<file path="config.mk">
export PLATFORM = sky130hd
export DESIGN_NAME = reg_file_mp
export DESIGN_NICKNAME = d
export VERILOG_FILES = /design/src/rtl/reg_file_mp.sv
export SDC_FILE = /design/constraint.sdc
export NUM_CORES = 1
export LEC_CHECK = 0
export ABC_AREA = 1
export CAP_MARGIN = 10
export CORE_MARGIN = 1
export CORE_UTILIZATION = 55
export DETAILED_ROUTE_END_ITERATION = 12
export PLACE_DENSITY = 0.75
export RECOVER_POWER = 50
export SLEW_MARGIN = 20
export SYNTH_ARGS = -nofsm -noshare
export SYNTH_HDL_FRONTEND = slang
export SYNTH_SLANG_ARGS = --single-unit
</file>
<file path="constraint.sdc">
create_clock -name CLK -period 2.2 [get_ports CLK]
set_clock_uncertainty 0.15 [all_clocks]
set_input_delay 0.44 -clock CLK [delete_from_list [all_inputs] [get_ports CLK]]
set_output_delay 0.44 -clock CLK [all_outputs]
set_load 0.1 [all_outputs]
</file>
<file path="src/rtl/reg_file_mp.sv">
// Multi-port register file: one write port, two asynchronous read ports with
// write-through bypass, and a self-timed clear sweep started by reset or CLR.
module reg_file_mp #(
  parameter int WIDTH  = 8,
  parameter int DEPTH  = 32,
  parameter int ADDR_W = $clog2(DEPTH)
) (
  input  logic              CLK,
  input  logic              RST,
  input  logic              WR,
  input  logic [ADDR_W-1:0] WR_ADDR,
  input  logic [WIDTH-1:0]  DIN,
  input  logic [ADDR_W-1:0] RD_ADDR_X,
  input  logic [ADDR_W-1:0] RD_ADDR_Y,
  input  logic              CLR,
  output logic [WIDTH-1:0]  DX_OUT,
  output logic [WIDTH-1:0]  DY_OUT,
  output logic              BUSY,
  output logic              WR_DROP
);

  typedef enum logic {IDLE, SWEEP} state_e;

  state_e              state_q, state_d;
  logic [ADDR_W-1:0]   ptr_q, ptr_d;
  logic                wr_drop_q, wr_drop_d;
  logic [WIDTH-1:0]    mem_q [DEPTH];

  logic                wr_accept;
  logic                mem_we;
  logic [ADDR_W-1:0]   mem_waddr;
  logic [WIDTH-1:0]    mem_wdata;

  // NOTE: every signal gets a default before the case so no path leaves it
  // unassigned; otherwise always_comb would infer a latch.
  always_comb begin
    state_d   = state_q;
    ptr_d     = ptr_q;
    wr_accept = 1'b0;
    mem_we    = 1'b0;
    mem_waddr = WR_ADDR;
    mem_wdata = DIN;

    unique case (state_q)
      IDLE: begin
        if (CLR) begin
          state_d = SWEEP;
          ptr_d   = '0;
        end else if (WR) begin
          wr_accept = !RST;
          mem_we    = !RST;
        end
      end
      SWEEP: begin
        mem_we    = !RST;
        mem_waddr = ptr_q;
        mem_wdata = '0;
        ptr_d     = ptr_q + 1'b1;
        if (ptr_q == ADDR_W'(DEPTH - 1)) state_d = IDLE;
      end
      default: state_d = IDLE;
    endcase

    wr_drop_d = WR && !wr_accept;
  end

  // NOTE: state registers use non-blocking assignments so every flop samples
  // the pre-edge values, independent of statement order.
  always_ff @(posedge CLK) begin
    if (RST) begin
      state_q <= SWEEP;
      ptr_q   <= '0;
    end else begin
      state_q <= state_d;
      ptr_q   <= ptr_d;
    end
    wr_drop_q <= wr_drop_d;
  end

  // NOTE: the array has no reset branch; it is cleared by the sweep instead,
  // which keeps it mappable to plain RAM cells.
  always_ff @(posedge CLK) begin
    if (mem_we) mem_q[mem_waddr] <= mem_wdata;
  end

  // Reads are forced to zero while sweeping; an accepted write bypasses to
  // a port reading the same address in the same cycle.
  always_comb begin
    if (state_q == SWEEP) begin
      DX_OUT = '0;
      DY_OUT = '0;
    end else begin
      DX_OUT = (wr_accept && (WR_ADDR == RD_ADDR_X)) ? DIN : mem_q[RD_ADDR_X];
      DY_OUT = (wr_accept && (WR_ADDR == RD_ADDR_Y)) ? DIN : mem_q[RD_ADDR_Y];
    end
  end

  assign BUSY    = (state_q == SWEEP);
  assign WR_DROP = wr_drop_q;

endmodule

</file>
==> qor.yml <==
critical_path:
  endpoint_kind: "output pin"
  worstPathCellList: "buf_4, nor2_1, clkbuf_1, nor2_4, a21oi_4, buf_12"
  start_kind: "flip-flop"
  critical_path_depth: 6
  worstPathRequired_ns: 1.61
  critical_path.startpoint: "BUSY"
  cp_num_buf_inv: 3
  cp_top_family: "buffers and inverters"
  slowest_delay_ns: 0.36
  reg2reg_from: "BUSY"
  crit_type: "flip-flop to output pin"
  critPathMaxFanout: 9
  rr_worst_depth: 9
  crit_slowest_cell: "dfxtp_4"
  worst_ep_arrival_time_ns: 2.06
pwr:
  p_total_mw: 11.8
  leakagePower_nw: 7.32
  ir_worst_vdd_uv: 727
  cellPowerDensity_mw_per_mm2: 658
clocking:
  cts_tree: "done"
  clk_pin_slew_ns: 0.07
  clock_sinks: 263
  cts_buffer_depth: 3
  cts_max_level: 1
  holdBufCountCts: 0
  cts_buffers: 28
  cts-root-buf: "clkbuf_16"
  clock_latency_ns: 0.55
final_layout:
  num-fill-cells: 1680
  drive_gt1_share_pct: 21.2
  finish.net_count: 1776
  syn2layout_area_growth_pct: 29.3
  antenna_cells: 0
  utilization_pct: 73.2
synthesis:
  synth_sequential_area_ratio_pct: 56.2
  syn-cell-area_mm2: 0.0139
  yosys.area_share.simple_pct: 30.2
  synth_top_family_by_area: "simple AND/OR/NAND/NOR gates"
  yosys_warnings: 0
  synthesis.nets: 1607
  ys_ff_latch: 263
  synth_area_per_cell_um2: 8.83
  synth-adder-area-share_pct: 0.180
  synth-compound-area-share_pct: 5.81
  ys_top_cells_by_area: "edfxtp_1 (55%), nand2_1 (14%), nand3_1 (13%)"
  yosysTopAreaCell: "edfxtp_1"
  syn_inst: 1578
  synth.distinct_cells: 33
  synth.area.mux_share_pct: 0
  synth_top_area_share_pct: 55.2
  yosys.area_share.xor_xnor_pct: 0.557
die:
  initial_core_util_pct: 56.6
  core_mm2: 0.0246
  io_pins: 45
  die_x_um: 161
  dieHeight_um: 161
  rows: 57
  dieArea_mm2: 0.0260
status:
  violations: "setup timing"
  run_status: "finished with violations"
sta:
  fin_tns_setup_ns: -6.08
  finalCritPeriodShare_pct: 121
  period_minus_slack_ns: 2.65
  setup_viol: 16
  worst_slack_ns: -0.451
  slew_headroom_pct: 46.3
  rsz0062_at_grt: "yes"
  tightest_slew_ns: 0.805
  drv_slew: 0
  finalHoldWorstSlack_ns: 0.190
  hold_viol_final: 0
  max_freq_mhz: 377
drt:
  vias: 13300
  avgRoutedWirePerCell_um: 23.5
  avgViaCountPerCell: 6.35
  antenna_left: 0
  drt-total-wl_um: 49200
  route.detailed.drc: 0
  initialDrtViolationCount: 2420
  drtPass1Iterations: 6
grt:
  grt_pass1_wl_um: 73400
  grt_max_degree: 39
  track_usage_pct: 37.6
  antenna_found_initial: 0
  overflow: 0
  grt_pass1_vias: 12700
place:
  dpl_worst_slack_ns: -0.775
  place_hpwl_um: 32400
  place_congestion: 1.03
  port_buffers: 44
min_path:
  hold_class: "primary input to flip-flop"
  worstHoldStart: "RST"
  whs_path_depth: 3
job:
  cap_violations: 0
## path summary, 6_finish.rpt
check             slack (ns)           to
setup / recovery       -0.45    DY_OUT[3]
hold reg to reg         0.32     ptr_q[3]
setup reg to reg        0.02  mem_q[3][0]
hold / removal          0.19     ptr_q[4]
## flip-flops by register name (all words and copies together) (netlist names)
name	cells
WR_DROP	1
mem_q	256
ptr_q	5
BUSY	1
## kinds of logic (layout without fill, tap and decap cells)
logic type,count (synthesis),count (layout)
buffers and inverters,189,378
adders and majority gates,2,2
and+or+nand+nor,993,993
xor gates and xnor gates,8,8
AOI/OAI and AO/OA,123,123
DFF,263,263
## power by group
group	switching [mW]	leakage, nW	total [mW]	internal, mW
registers	0.0180	2.43	5.47	5.45
clock network	1.96	0.453	4.82	2.86
logic	0.949	4.43	1.56	0.611
## layout by cell type (no fill, tap or decap), types with 3 or more instances in the layout
cell / count
a21oi_1: 7
a21oi_4: 10
a22oi_1: 3
buf_12: 54
buf_4: 134
buf_6: 13
buf_8: 3
bufbuf_16: 4
bufinv_16: 4
clkbuf_1: 8
clkbuf_16: 33
clkbuf_2: 5
clkdlybuf4s50_1: 9
clkinv_1: 4
clkinv_2: 7
dfxtp_1: 6
dlygate4sd2_1: 10
edfxtp_1: 256
inv_1: 69
inv_2: 8
nand2_1: 509
nand2_2: 13
nand2_4: 4
nand3_1: 322
nand3_2: 32
nand3_4: 7
nand4_1: 3
nor2_1: 79
nor2_2: 11
nor2_4: 4
o211ai_1: 70
o21ai_0: 24
o21ai_1: 4
o21ai_2: 4
or2_2: 3
xnor2_2: 4
## timing repair
item / in CTS / in global routing
pin swaps: 21 / 21
cloned: 5 / 4
hold endpoints to repair: 0 / 0
gates resized for setup: 72 / 58
endpoints found under the setup margin: 56 / 272
setup buffers: 8 / 7
## routing by layer
layer  vias to the layer above  GRT usage (%)  part of all wire (%)
met5                         -              0                     0
met2                      1127           60.3                    45
met4                         0           22.1                   7.6
met3                       286           7.11                    13
li1                       5771              -                     -
met1                      6104           48.0                    34
## area by class of cell
cell class | instances | area (um2) | share of cell area [%]
well taps | 324 | 405 | 2.25
clock buffers | 33 | 741 | 4.11
multi-input cells | 1126 | 5700 | 31.7
clock inverters | 17 | 189 | 1.05
flip-flops and latches | 263 | 7830 | 43.5
inverters | 81 | 320 | 1.78
repair buffers | 247 | 2820 | 15.7
## worst register-to-register path, delay by kind of cell (launching register included)
family | cells | cell delay, ns
flops | 1 | 0.37
simple gates | 4 | 0.67
compound gates | 1 | 0.15
buf+inv | 4 | 0.54
## cell usage after synthesis (all sizes together)
master / count
dfxtp: 7
and3: 1
a22oi: 3
nand2: 528
nor2: 94
inv: 80
edfxtp: 256
or2: 5
clkbuf: 14
nand3: 361
nand4: 3
clkinv: 1
o211ai: 70
nand3b: 1
a311oi: 1
a21oi: 17
xor2: 2
ha: 2
xnor2: 6
o21ai: 32
buf: 94
## metrics by stage
step	area [um2]	cells
after floorplan	14200	1578
after global placement	16300	2021
after detailed placement	16300	2021
after CTS	17700	2084
after global routing	18000	2091
final	18000	2091
No activity file was read; power rests on OpenSTA's default activity.
==> patch, RTL diff (same flow settings) <==
Set the parameter `DEPTH` to 64 (it was 32).
--- a/src/rtl/reg_file_mp.sv
+++ b/src/rtl/reg_file_mp.sv
@@ -2,7 +2,7 @@
 // write-through bypass, and a self-timed clear sweep started by reset or CLR.
 module reg_file_mp #(
   parameter int WIDTH  = 8,
-  parameter int DEPTH  = 32,
+  parameter int DEPTH  = 64,
   parameter int ADDR_W = $clog2(DEPTH)
 ) (
   input  logic              CLK,
Ports: changed (resized RD_ADDR_X, RD_ADDR_Y and WR_ADDR); port bits go from 45 to 48. No check against the original RTL was run, so the function may have changed too.
==> patch against the original RTL <==
The run still ends with setup timing left; cell area is 92% higher; cell count is 95% higher; fmax is 14% lower; die area is 92% higher; routed wire length is 99% higher; synthesized area is 93% higher; count of clock-buffer cells in the layout is 39 higher; power is 91% higher; global-route usage is 0.20 points higher; sequential cell count is 257 higher; critical path depth is 3 higher; setup slack worse by 0.44 ns; first-iteration DRC count is 86% higher; sequential share of layout area is 1.4 points higher; critical endpoint is now DY_OUT[1]; highest routed layer is now met5.
==> patch: results <==
[status]
status = complete, but fails checks
violations = setup timing

[yosys]
ys_types = 28
synthArstFlopShare_pct = 0
synth-seq-cells = 520
synth_area_leaders = edfxtp_1, nand2_1, nand3_1
yosys-top-cells-count = nand2_1, nand3_1, edfxtp_1
synth.avg_cell_area_um2 = 8.51
synth-edff-count = 512
yosysWarnings = 0
ys_seq_area_share_pct = 57.7
syn_inst = 3161

[worst_hold_path]
hold_path_class = in -> reg

[layout]
area_growth_pct = 28.6
inverters = 65
multi_input_gates = 2350
num-nets-final = 3441
buffer_area_share_pct = 14.5
drive_gt1_share_pct = 19.1
n_clock_buffer = 72
reg_top3 = mem_q x512, ptr_q x6
seq_share_pct = 44.9
clk_share_pct = 4.89
fillers = 3179
multi_input_area_share_pct = 32.4
buffers = 420

[worst_setup_path]
critPathMaxStageDelay_ns = 0.61
cpMaxStageDelayCell = clkdlybuf4s50_1
cp_max_fo = 5
cp.arrival_ns = 2.50

[routing]
via_per_inst = 6.52
routed_wl_mm = 97.8
route.vias.total = 26512
drt_iter0_drc = 4492
first_pass_iters = 10

[placement]
portBuffers = 47
post_dp_cell_area_um2 = 30900
place_inst = 3928
place_hpwl_mm = 62.6
routabilityCongestion = 1.01
place_ws_ns = -0.912

[power]
swShare_pct = 25.4
leakagePower_nw = 14.0
irDropWorstVdd_mv = 0.548

[global_routing]
grt_usage_pct = 37.9
grt_pass1_vias = 24794
grt_pass1_wl_mm = 143
grt_max_degree = 65

[clock_network]
cts_root_buffer = clkbuf_16
htreeDepth = 2
clk_latency_ns = 0.61
clockBufferDepth = 3
cts_made_buffers = 53

[sta]
timing.slew.headroom_pct = 70.0
fin_ws_ns = -0.890
finalSetupViolations = 539
tns_ns = -92.41
==> patch: cell types whose count changed after synthesis, sizes merged, moves of 40 or more <==
cell	unedited run	this run
edfxtp	256	512
o211ai	70	0
buf	94	172
clkbuf	14	54
nand2	528	1317
nand3	361	892
==> patch: layer usage <==
layer	wire length, um	global-route usage [%]	vias to the layer above
li1	-	-	11263
met1	33300	50.3	12246
met2	43700	58.4	2417
met3	14700	8.56	584
met4	6130	19.6	2
met5	26	0	-
==> patch: what timing repair did <==
item	CTS	global route
hold buffers	0	0
pin swaps	15	54
gates resized for setup	109	320
endpoints found under the setup margin	241	528
buffers inserted	14	27
gates cloned	2	2
==> patch: power by group through the flow <==
stage               Combinational [mW]  Sequential [mW]  Clock (mW)
floorplan                         1.50             11.0           0
global placement                  2.52             11.0           0
detailed placement                2.58             11.0           0
CTS                               2.65             10.8        8.89
global route                      3.07             10.8        9.24
finish                            2.96             10.8        8.88
==> patch: kinds of logic after synthesis <==
group / after synthesis / synth area share (%)
AND/OR/NAND/NOR: 2306 / 36.5
flip-flops: 520 / 57.7
buffers and inverters: 291 / 4.72
AO/OA/AOI/OAI: 33 / 0.683
XOR/XNOR: 10 / 0.325
adder cells (fa/ha/maj): 1 / 0.0465
==> patch: final timing paths <==
kind         startpoint           end  slack, ns  cells after the start
min                 CLR      ptr_q[5]       0.25                      5
max reg2reg        BUSY  mem_q[40][5]      -0.32                     12
min reg2reg    ptr_q[5]      ptr_q[5]       0.32                      2
max          WR_ADDR[4]     DY_OUT[1]      -0.89                      9
